`config.mk`:
```
export PLATFORM = sky130hd
export DESIGN_NAME = overload_detector
export DESIGN_NICKNAME = d
export VERILOG_FILES = /design/src/rtl/overload_detector.sv
export SDC_FILE = /design/constraint.sdc
export NUM_CORES = 1
export LEC_CHECK = 0
export BUFFER_PORTS_ARGS = -buffer_cell sky130_fd_sc_hd__buf_2
export CAP_MARGIN = 20
export CORE_ASPECT_RATIO = 1.1
export CORE_MARGIN = 2
export CORE_UTILIZATION = 38
export DETAILED_ROUTE_END_ITERATION = 7
export GPL_TIMING_DRIVEN = 1
export SETUP_SLACK_MARGIN = 0.05
export SLEW_MARGIN = 20
export SYNTH_ARGS = -nofsm -noshare
export SYNTH_HDL_FRONTEND = slang
export SYNTH_SLANG_ARGS = --single-unit
```
`constraint.sdc`:
```
create_clock -name clk -period 5.9 [get_ports clk]
set_clock_uncertainty 0.15 [all_clocks]
set_input_delay 0.295 -clock clk [delete_from_list [all_inputs] [get_ports clk]]
set_output_delay 0.295 -clock clk [all_outputs]
set_load 0.005 [all_outputs]
```
`src/rtl/overload_detector.sv`:
```
// Windowed overload detector on the VGA output, feeding the AGC a registered decision.
// Optional macro OVLD_HYSTERESIS_EN: overload releases only after two consecutive clean windows.
module overload_detector #(
  parameter int WINDOW_LEN  = 16,
  parameter int THRESHOLD   = 7,
  parameter int HIT_COUNT   = 2,
  parameter int HOLDOFF_LEN = 8
) (
  input  logic       clk,
  input  logic       RESET,
  input  logic       sample_valid,
  input  logic [3:0] amplified_signal,
  input  logic [5:0] gain_code,
  output logic       overload,
  output logic [3:0] peak_out,
  output logic       window_done,
  output logic       dbg_state_o
);

  localparam int SW = $clog2(WINDOW_LEN);
  localparam int HW = SW + 1;
  localparam logic [SW-1:0] LAST_IDX  = SW'(WINDOW_LEN - 1);
  localparam logic [HW-1:0] HIT_MAX   = HW'(WINDOW_LEN);
  localparam logic [HW-1:0] HIT_REQ   = HW'(HIT_COUNT);
  localparam logic [3:0]    THR       = 4'(THRESHOLD);
  localparam logic [7:0]    HOLD_INIT = 8'(HOLDOFF_LEN);

  typedef enum logic {HOLDOFF = 1'b0, ACCUM = 1'b1} state_t;

  state_t        state_q;
  logic [7:0]    hold_q;
  logic [SW-1:0] cnt_q;
  logic [HW-1:0] hits_q, hits_d;
  logic [3:0]    win_peak_q, win_peak_d;
  logic [5:0]    gain_q;
  logic          gain_seen_q;
  logic          overload_q, window_done_q;
  logic [3:0]    peak_out_q;
  logic [3:0]    mag;
  logic          hit, hot, gain_chg;
`ifdef OVLD_HYSTERESIS_EN
  logic          clean_q;
`endif

  // sample_valid qualifies amplified_signal for one cycle; there is no backpressure,
  // and samples arriving outside ACCUM are dropped.
  always_comb begin
    mag        = amplified_signal[3] ? (4'd0 - amplified_signal) : amplified_signal;
    hit        = (mag >= THR);
    hits_d     = (hit && (hits_q != HIT_MAX)) ? (hits_q + HW'(1)) : hits_q;
    win_peak_d = (mag > win_peak_q) ? mag : win_peak_q;
    hot        = (hits_d >= HIT_REQ);
    // The first edge after reset only primes gain_q.
    gain_chg   = gain_seen_q && (gain_code != gain_q);
  end

  always_ff @(posedge clk or posedge RESET) begin
    if (RESET) begin
      state_q       <= HOLDOFF;
      hold_q        <= HOLD_INIT;
      cnt_q         <= '0;
      hits_q        <= '0;
      win_peak_q    <= '0;
      gain_q        <= '0;
      gain_seen_q   <= 1'b0;
      overload_q    <= 1'b0;
      peak_out_q    <= '0;
      window_done_q <= 1'b0;
`ifdef OVLD_HYSTERESIS_EN
      clean_q       <= 1'b0;
`endif
    end else begin
      gain_q        <= gain_code;
      gain_seen_q   <= 1'b1;
      window_done_q <= 1'b0;
      if (gain_chg) begin
        // Gain change beats everything, including a window closing this cycle.
        state_q    <= HOLDOFF;
        hold_q     <= HOLD_INIT;
        cnt_q      <= '0;
        hits_q     <= '0;
        win_peak_q <= '0;
        overload_q <= 1'b0;
`ifdef OVLD_HYSTERESIS_EN
        clean_q    <= 1'b0;
`endif
      end else begin
        case (state_q)
          HOLDOFF: begin
            if (hold_q <= 8'd1) begin
              state_q    <= ACCUM;
              hold_q     <= '0;
              cnt_q      <= '0;
              hits_q     <= '0;
              win_peak_q <= '0;
            end else begin
              hold_q <= hold_q - 8'd1;
            end
          end
          ACCUM: begin
            if (sample_valid) begin
              if (cnt_q == LAST_IDX) begin
                window_done_q <= 1'b1;
                peak_out_q    <= win_peak_d;
                cnt_q         <= '0;
                hits_q        <= '0;
                win_peak_q    <= '0;
`ifdef OVLD_HYSTERESIS_EN
                if (hot) begin
                  overload_q <= 1'b1;
                  clean_q    <= 1'b0;
                end else begin
                  if (clean_q) overload_q <= 1'b0;
                  clean_q <= 1'b1;
                end
`else
                overload_q <= hot;
`endif
              end else begin
                cnt_q      <= cnt_q + SW'(1);
                hits_q     <= hits_d;
                win_peak_q <= win_peak_d;
              end
            end
          end
          default: state_q <= HOLDOFF;
        endcase
      end
    end
  end

  assign overload    = overload_q;
  assign peak_out    = peak_out_q;
  assign window_done = window_done_q;
  assign dbg_state_o = (state_q == ACCUM);

endmodule

```
==> flow_metrics.py, run 1 <==
metrics = {
    "layout": {
        "n_antenna_cell": 0,
        "nFillCells": 465,
        "drive_gt1_share_pct": 14.8,
        "layout_common_cells": "34 x dfrtp_1, 20 x nand2_1, 19 x buf_2",
        "syn_to_final_growth_pct": 17.0,
        "final_util_pct": 46.5,
        "nNetsFinal": 238,
        "final_common_cell": "dfrtp_1",
    },
    "synth": {
        "synth-simple-area-share_pct": 17.2,
        "synth_xor_area_share_pct": 5.64,
        "synthArstFlopShare_pct": 100,
        "synth_nets": 207,
        "synth_cells": 185,
        "yosys_warnings": 0,
        "synth_mux_area_share_pct": 2.15,
        "synthTopCellsByArea": "dfrtp_1 46%, ha_1 6.0%, o21ai_0 4.8%",
        "synth_compound_area_share_pct": 17.3,
        "synthAdderAreaFrac_pct": 6.58,
        "synth_top_family_by_area": "compound AO/OA/AOI/OAI gates",
        "synthesis.area_sq_um": 1860,
        "synth.largest_area_cell": "dfrtp_1",
        "synth_top_area_share_pct": 45.7,
        "yosysSeqAreaShare_pct": 47.1,
        "synthDistinctLibCells": 43,
        "avgSynthCellArea_sq_um": 10.1,
        "synth_edf_count": 0,
        "ys.flop_type": "dfrtp_1",
        "synth.ff_latch_count": 35,
    },
    "timing": {
        "drv_slew": 0,
        "report.final.setup_viol": 0,
        "setup_tns_ps": 0,
        "tightest_slew_ps": 712,
        "timing.final.crit_share_pct": 45.7,
        "rsz0062_at_grt": "false",
        "fmax_ghz": 0.371,
        "hold_viol": 0,
        "max_slew_margin_pct": 52.3,
        "period_needed_ps": 2700,
    },
    "drt": {
        "ant_nets": 0,
        "wl_um": 3440,
        "wire_per_inst_um": 12.7,
        "drt_iter0_markers": 85,
        "vias": 1387,
        "drc_errors": 0,
        "dr.pass1.iters": 4,
        "vias_per_cell": 5.10,
    },
    "cts": {
        "cts_root_buffer": "clkbuf_8",
        "clk-insertion-delay-late_ps": 280,
        "cts_buffers": 5,
        "clockBufferDepth": 2,
        "cts_setup_buffers": 0,
        "cts_tree": "built",
        "cts_max_level": 2,
        "path_clk_slew_ps": 70,
        "cts_sinks": 35,
    },
    "floorplan": {
        "row_count": 26,
        "dieHeight_um": 77.4,
        "start_util_pct": 39.8,
        "dieWidth_um": 70.8,
        "core_area_sq_um": 4680,
        "die_area_sq_um": 5480,
        "ios": 20,
    },
    "pwr": {
        "ir_worst_vdd_mv": 0.119,
        "leakage_uw": 0.00104,
        "p_per_area_nw_per_um2": 312,
    },
    "placed_design": {
        "io_buffers": 19,
        "hpwl_um": 2550,
        "globalplace.congestion": 0.782,
    },
    "global_route": {
        "antenna_found_initial": 0,
        "grt_pass1_wl_um": 5940,
        "overflow": 0,
        "grt_pass1_vias": 1322,
        "grt_usage_pct": 13.8,
        "grt_max_degree": 36,
    },
    "setup_path": {
        "required_ps": 5940,
        "endpoint_kind": "flop",
        "worstSetupPathType": "in2reg",
        "cp.arrival_ps": 2740,
        "critPathLaunchType": "primary input",
        "cp_max_fo": 11,
    },
    "min_path": {
        "hp-class": "in2reg",
    },
    "flow_run": {
        "drv_cap": 0,
    },
    "outcome": {
        "status": "finished clean",
    },
}
cell usage after synthesis (2+ instances only):
cell type  instances
mux2i_1            4
a21oi_1            3
ha_1               9
o22ai_1            4
o2bb2ai_1          4
nand2b_1           4
nor3_1             3
and2_1             4
nor2_1             6
a31oi_1            4
nand4_1            4
nand2_1           20
or3_1              3
o21ai_0           18
clkbuf_1           2
nor3b_1            2
a22o_1             2
dfrtp_1           34
and3_1             4
nor2b_1            3
a21o_1             3
inv_1             14
xnor2_1            7
xor2_1             5
final timing paths:
| check | startpoint | endpoint | slack (ps) | depth (start not counted) |
|---|---|---|---|---|
| hold / removal | sample_valid | cnt_q[3] | 220 | 4 |
| min in group asynchronous | RESET | hold_q[4] | 500 | 4 |
| setup / recovery | gain_code[0] | hits_q[0] | 3200 | 8 |
| setup reg to reg | hold_q[4] | cnt_q[3] | 3380 | 6 |
| max in group asynchronous | RESET | hold_q[3] | 4760 | 4 |
| hold reg to reg | peak_out[1] | peak_out[1] | 320 | 2 |
layout make-up:
type	instances	area, sq um	area share [%]
multi-input combinational	133	920	42.2
sequential	35	877	40.2
timing repair buffer	27	173	7.92
clock buffer	6	82.6	3.79
tap	56	70.1	3.21
inverter	14	52.6	2.41
clock inverter	1	5.00	0.230
metrics by stage:
step                hold WS [ps]  total power (uW)  area (sq um)  setup slack (ps)  instances
floorplan                    176               471          1860              3510        185
global placement             267               512          2020              3060        258
detailed placement           273               513          2020              3070        258
CTS                          206               689          2170              2820        272
global route                 226               732          2180              2940        272
finish                       215               681          2180              3200        272
kinds of logic (layout without fill, tap and decap cells):
| logic type | Yosys count | in the layout |
|---|---|---|
| simple gates | 59 | 59 |
| buf+inv | 17 | 48 |
| mux | 4 | 4 |
| fa+ha+maj | 10 | 10 |
| xor+xnor | 12 | 12 |
| flops | 35 | 35 |
| other cells | 1 | 1 |
| compound gates | 47 | 47 |
flip-flops by register name, indices dropped and copies added, names as in the netlist:
name	count
peak_out	4
hits_q	5
gain_q	6
hold_q	8
dbg_state_o	1
overload	1
gain_seen_q	1
window_done	1
win_peak_q	4
cnt_q	4
critical path: stages:
cell and delay (ps):
dlygate4sd3_1 530, buf_2 130, xnor2_1 140, nand4_1 130, o31ai_2 600, nand4b_1 440
nand2b_1 320, mux2i_1 150
power breakdown:
group / total (uW) / internal (uW) / switching (uW)
Sequential: 308 / 272 / 35.7
Combinational: 202 / 89.5 / 113
Clock: 170 / 91.5 / 78.9
Total: 681 / 453 / 227
timing repair:
item | 4_1_cts | 5_1_grt
hold buffers | 7 | 0
resized for setup | 0 | 0
hold endpoints to repair | 40 | 0
per-layer routing:
metal  vias up  GRT usage (%)  routed length, um
met4         0           5.09                 35
met3         2           3.64                107
li1        713              -                  -
met5         -              0                  0
met1       649           18.3               1710
met2        23           21.7               1590
(Power assumes the default switching activity.)
==> inputs of run 2 (changes only) <==
--- a/config.mk
+++ b/config.mk
@@ -5,6 +5,7 @@
 export SDC_FILE = /design/constraint.sdc
 export NUM_CORES = 1
 export LEC_CHECK = 0
+export ABC_AREA = 1
 export BUFFER_PORTS_ARGS = -buffer_cell sky130_fd_sc_hd__buf_2
 export CAP_MARGIN = 20
 export CORE_ASPECT_RATIO = 1.1
==> constraint.sdc (replaced) <==
create_clock -name clk -period 2.5 [get_ports clk]
set_clock_uncertainty 0.15 [all_clocks]
set_input_delay 0.125 -clock clk [delete_from_list [all_inputs] [get_ports clk]]
set_output_delay 0.125 -clock clk [all_outputs]
set_load 0.005 [all_outputs]
==> run 2 against run 1 <==
Effect of this change:
- routed wire length is 11% higher
- synthesized area grew 7.9%
- first-iteration DRC count down 25%
- combinational power grew to 3.2 times the previous value
- global-route usage grew 0.83 points
- final cell count increased by 24%
- register-to-register slack worse by 2800 ps
- die area up 7.4%
- synthesized cell count grew 32%
- via count up 15%
- sequential cell count did not move
- clock power grew to 3.6 times the previous value
==> flow_metrics.py, run 2 <==
metrics = {
    "global_route": {
        "grt_pass1_wl_um": 6670,
        "antenna_found_initial": 0,
        "grt_usage_pct": 14.6,
        "grt_pass1_vias": 1526,
        "grt_max_degree": 36,
        "overflow": 0,
    },
    "synth": {
        "yosysSeqAreaShare_pct": 43.6,
        "synth.largest_area_cell": "dfrtp_1",
        "avgSynthCellArea_sq_um": 8.20,
        "synth_xor_area_share_pct": 5.67,
        "synthesis.area_sq_um": 2010,
        "yosys_warnings": 0,
        "ys.flop_type": "dfrtp_1",
        "synthArstFlopShare_pct": 100,
        "synth_edf_count": 0,
        "synth_cells": 245,
        "synthDistinctLibCells": 32,
        "synth_mux_area_share_pct": 0.498,
        "synth_top_area_share_pct": 42.3,
        "synth_top_family_by_area": "simple AND/OR/NAND/NOR gates",
        "ys_top_cells_by_count": "60 x nand2_1, 36 x inv_1, 34 x dfrtp_1",
        "synth_nets": 267,
        "synthTopCellsByArea": "dfrtp_1 42%, nand2_1 11%, inv_1 6.7%",
        "synth.ff_latch_count": 35,
        "synthAdderAreaFrac_pct": 5.60,
        "synth-simple-area-share_pct": 28.5,
        "yosysMostFrequentCell": "nand2_1",
        "synth_compound_area_share_pct": 7.53,
    },
    "layout": {
        "regMostFlops": "hold_q",
        "layout_common_cells": "60 x nand2_1, 36 x inv_1, 34 x dfrtp_1",
        "final_common_cell": "nand2_1",
        "finalNonFillerCells": 338,
        "syn_to_final_growth_pct": 18.8,
        "drive_gt1_share_pct": 20.0,
        "largest_reg_flops": 8,
        "n_antenna_cell": 0,
        "nNetsFinal": 301,
        "largestRegisters": "hold_q (8), gain_q (6), hits_q (5)",
    },
    "setup_path": {
        "crit_family": "simple AND/OR/NAND/NOR gates",
        "required_ps": 2520,
        "worstSetupPathType": "reg2reg",
        "critPathLaunchType": "flop",
        "cp.arrival_ps": 1910,
        "path_buf_inv": 1,
        "rrSetupSlack_ps": 610,
        "slowest_delay_ps": 410,
        "cp_max_fo": 5,
        "cp_slowest_cell": "dfrtp_1",
        "crit_chain": "inv_1 -> ha_1 -> nor3b_1 -> nand2_1 -> nand2_4 -> nand2_1 -> nand2_1 -> nand2_1 -> o21ai_1 -> nand2_1",
        "crit_top_cell": "nand2_1",
        "endpoint_kind": "flop",
    },
    "placed_design": {
        "hpwl_um": 2860,
        "globalplace.congestion": 0.807,
        "dp.cells": 323,
        "io_buffers": 19,
    },
    "pwr": {
        "p_int_uw": 1310,
        "clkPwrFrac_pct": 30.5,
        "swShare_pct": 34.6,
        "leakage_uw": 0.00123,
        "power.share.sequential_pct": 37.4,
        "combPwrFrac_pct": 32.1,
        "p_per_area_nw_per_um2": 836,
        "ir_worst_vdd_mv": 0.283,
        "p_switching_uw": 692,
    },
    "floorplan": {
        "die_area_sq_um": 5890,
        "row_count": 27,
        "start_util_pct": 39.7,
        "dieWidth_um": 73.3,
        "ios": 20,
        "core_area_sq_um": 5070,
        "dieHeight_um": 80.3,
    },
    "timing": {
        "setup_tns_ps": 0,
        "hold_viol": 0,
        "period_needed_ps": 1890,
        "fmax_ghz": 0.528,
        "drv_slew": 0,
        "report.final.setup_viol": 0,
        "timing.final.crit_share_pct": 75.8,
        "rsz0062_at_grt": "false",
    },
    "outcome": {
        "status": "finished clean",
    },
    "drt": {
        "drc_errors": 0,
        "top_layer": "met4",
        "vias": 1601,
        "wire_per_inst_um": 11.3,
        "wl_met2_um": 1730,
        "wl_met3_um": 106,
        "wl_met1_um": 1900,
        "dr.pass1.iters": 4,
        "drt_iter0_markers": 64,
        "vias_per_cell": 4.74,
        "ant_nets": 0,
        "wl_um": 3810,
    },
    "cts": {
        "cts_max_level": 2,
        "post_cts_resized": 0,
        "cts_root_buffer": "clkbuf_8",
        "cts_tree": "built",
        "cts_buffers": 5,
        "cts_setup_buffers": 0,
        "hold_buffers": 7,
        "clk-insertion-delay-late_ps": 290,
        "clockBufferDepth": 2,
        "cts_sinks": 35,
        "path_clk_slew_ps": 70,
    },
    "min_path": {
        "hp-class": "in2reg",
    },
    "flow_run": {
        "drv_cap": 0,
    },
}
## run 2: kinds of logic after synthesis
group	Yosys count
other	1
XOR/XNOR	13
AO/OA/AOI/OAI	22
multiplexers	1
AND/OR/NAND/NOR	121
buffers and inverters	43
flip-flops	35
adder cells (fa/ha/maj)	9
## run 2: through the flow
stage	instance area [sq um]	power, uW	util (%)	worst slack (ps)	hold WS [ps]
5_1_grt	2390	2150	47.1	420	132
3_3_place_gp	2180	1380	43.0	412	96.4
2_1_floorplan	2010	1250	-	645	6.43
3_5_place_dp	2180	1400	43.0	366	113
4_1_cts	2390	2020	47.1	594	106
6_report	2390	2000	47.1	606	107
## run 2: power by group through the flow
stage | clock (uW) | combinational [uW] | sequential (uW)
after detailed placement | 0 | 637 | 758
after floorplan | 0 | 512 | 741
after global placement | 0 | 629 | 755
final | 609 | 641 | 747
after CTS | 627 | 650 | 747
after global routing | 652 | 740 | 762
## run 2: final cells by class
cell class,count,area [sq um]
timing repair buffer,28,180
tap,58,72.6
clock inverter,3,67.6
multi-input combinational,167,963
sequential,35,877
clock buffer,5,68.8
fill,520,2680
inverter,42,158
## run 2: routing by layer
| metal | vias to the layer above | GRT usage, % |
|---|---|---|
| met1 | 736 | 18.2 |
| met2 | 22 | 23.9 |
| met3 | 7 | 3.39 |
| met4 | 0 | 6.55 |
| li1 | 836 | - |
| met5 | - | 0 |
## run 2: tightest hold or removal path: cells and delay by family
family / cells / cell delay (ps)
buffers and inverters: 3 / 260
AND/OR/NAND/NOR: 2 / 120
## run 2: path summary, 6_finish.rpt
path,startpoint,end,depth (start not counted)
worst max-delay path,hits_q[1],overload,10
worst min-delay path,sample_valid,window_done,5
worst max register to register,hits_q[1],overload,10
worst min register to register,peak_out[0],peak_out[0],2
max in group asynchronous,RESET,hold_q[3],4
min in group asynchronous,RESET,win_peak_q[1],4
==> inputs of run 3 (changes only) <==
==> constraint.sdc (replaced) <==
create_clock -name clk -period 1.55 [get_ports clk]
set_clock_uncertainty 0.15 [all_clocks]
set_input_delay 0.0775 -clock clk [delete_from_list [all_inputs] [get_ports clk]]
set_output_delay 0.0775 -clock clk [all_outputs]
set_load 0.005 [all_outputs]
==> run 3 against run 2 <==
Effect of this change:
- largest cell class unchanged
- global-route usage increased by 3.7 points
- total power increased by 120%
- sequential share of layout area decreased by 9.6 points
- critical endpoint unchanged
- non-clock buffer count increased by 62
- via count increased by 19%
- the run now ends with negative setup slack left
- hold slack got worse by 99 ps
- register-to-register slack got worse by 760 ps
- die area unchanged
- combinational power increased to 3.4 times the previous value
- maximum frequency increased by 11%
==> flow_metrics.py, run 3 (synthesis gave the netlist of run 2 again) <==
metrics = {
    "placed_design": {
        "io_buffers": 19,
        "globalplace.congestion": 0.812,
        "hpwl_um": 3250,
    },
    "setup_path": {
        "required_ps": 1580,
        "ff2ff_path_depth": 10,
        "critPathLaunchType": "flop",
        "slowest_delay_ps": 420,
        "crit_top_cell": "nand2_1",
        "cp_max_fo": 5,
        "cp.arrival_ps": 1730,
        "cp_slowest_cell": "dfrtp_1",
        "crit_chain": "inv_2 -> ha_4 -> nor3b_4 -> nand2_2 -> nand2_4 -> nand2_1 -> nand2_2 -> nand2_1 -> o21ai_2 -> nand2_1",
        "worstSetupPathType": "reg2reg",
        "endpoint_kind": "flop",
    },
    "drt": {
        "vias_per_cell": 4.75,
        "drc_errors": 0,
        "wire_per_inst_um": 12.4,
        "drt_iter0_markers": 56,
        "dr.pass1.iters": 4,
        "wl_um": 4960,
        "vias": 1901,
        "ant_nets": 0,
    },
    "pwr": {
        "p_per_area_nw_per_um2": 1350,
        "ir_worst_vdd_mv": 0.692,
        "leakage_uw": 0.00160,
        "power.total_uw": 4360,
    },
    "global_route": {
        "grt_max_degree": 19,
        "grt_pass1_wl_um": 8430,
        "antenna_found_initial": 0,
        "grt_pass1_vias": 1966,
        "overflow": 0,
        "grt_usage_pct": 18.4,
    },
    "timing": {
        "drv_slew": 0,
        "hold_viol": 0,
        "period_needed_ps": 1700,
        "timing.final.crit_share_pct": 110,
        "report.final.setup_viol": 26,
        "fmax_ghz": 0.587,
        "setup_slack_ps": -154,
        "rsz0062_at_grt": "true",
    },
    "cts": {
        "cts_sinks": 35,
        "path_clk_slew_ps": 70,
        "cts_tree": "built",
        "clockBufferDepth": 2,
        "cts_max_level": 2,
        "cts_buffers": 5,
        "clk-insertion-delay-late_ps": 290,
        "cts_root_buffer": "clkbuf_8",
    },
    "min_path": {
        "hp-class": "in2reg",
        "hold_depth": 3,
    },
    "layout": {
        "largest_reg_flops": 8,
        "final_common_cell": "buf_4",
        "drive_gt1_share_pct": 52.6,
        "final_util_pct": 63.8,
        "regMostFlops": "hold_q",
        "largestRegisters": "hold_q (8), gain_q (6), hits_q (5)",
        "nNetsFinal": 363,
        "syn_to_final_growth_pct": 60.9,
        "n_antenna_cell": 0,
        "layout_common_cells": "55 x buf_4, 42 x nand2_1, 34 x dfrtp_1",
    },
    "floorplan": {
        "row_count": 27,
        "core_area_sq_um": 5070,
        "dieHeight_um": 80.3,
        "ios": 20,
        "dieWidth_um": 73.3,
        "start_util_pct": 39.7,
        "die_area_sq_um": 5890,
    },
    "outcome": {
        "violations": "negative setup slack",
        "status": "finished with violations",
    },
    "flow_run": {
        "drv_cap": 0,
    },
}
run 3: power breakdown:
part           leakage (uW)  total (uW)  switching [uW]  internal, uW
Sequential         0.000455        1200             129          1070
Clock             0.0000654         983             340           643
Combinational       0.00108        2180            1110          1070
Total               0.00160        4360            1580          2780
run 3: final cells by class:
class / instances / area [sq um]
Timing Repair Buffer: 90 / 682
Tap cell: 58 / 72.6
Inverter: 42 / 178
Multi-Input combinational cell: 167 / 1290
Fill cell: 427 / 1830
Clock buffer: 6 / 72.6
Clock inverter: 2 / 60.1
Sequential cell: 35 / 877
run 3: what timing repair did:
item,CTS,global route
resized for setup,43,35
setup buffers,11,8
endpoints found under the setup margin,25,28
pin swaps,28,24
gates cloned,0,0
hold buffers,7,0
endpoints found under the hold margin,41,0
run 3: stage by stage:
| step | hold WS (ps) | area [sq um] | instances | setup TNS [ps] | worst slack [ps] |
|---|---|---|---|---|---|
| after global routing | 10.9 | 3230 | 400 | -5250 | -298 |
| final | 7.82 | 3230 | 400 | -2040 | -154 |
| after floorplan | -41.1 | 2080 | 245 | -837 | -110 |
| after CTS | 22.3 | 3050 | 393 | -1590 | -127 |
| after detailed placement | -18.4 | 2600 | 369 | -5460 | -407 |
| after global placement | -27.2 | 2600 | 369 | -4860 | -373 |
run 3: critical path: cells and delay by family, from the launching register on:
kind	cells	cell delay, ps
flip-flops	1	420
AO/OA/AOI/OAI	1	130
AND/OR/NAND/NOR	7	680
adder cells (fa/ha/maj)	1	130
buffers and inverters	1	90
run 3: path summary, 6_finish.rpt:
kind                                    from          end  slack, ps
worst max-delay path               hits_q[0]     overload       -150
worst min-delay path            sample_valid     cnt_q[0]          8
worst max register to register     hits_q[0]     overload       -150
worst min register to register   peak_out[2]  peak_out[2]        330
max in group asynchronous              RESET    hold_q[3]        760
min in group asynchronous              RESET     cnt_q[2]        230
run 3: per-layer routing:
layer	up-vias	part of all wire [%]	GRT usage [%]
met2	23	53	33.8
li1	966	-	-
met3	6	2.1	3.51
met4	0	1.6	7.64
met1	906	43	20.3
met5	-	0	0
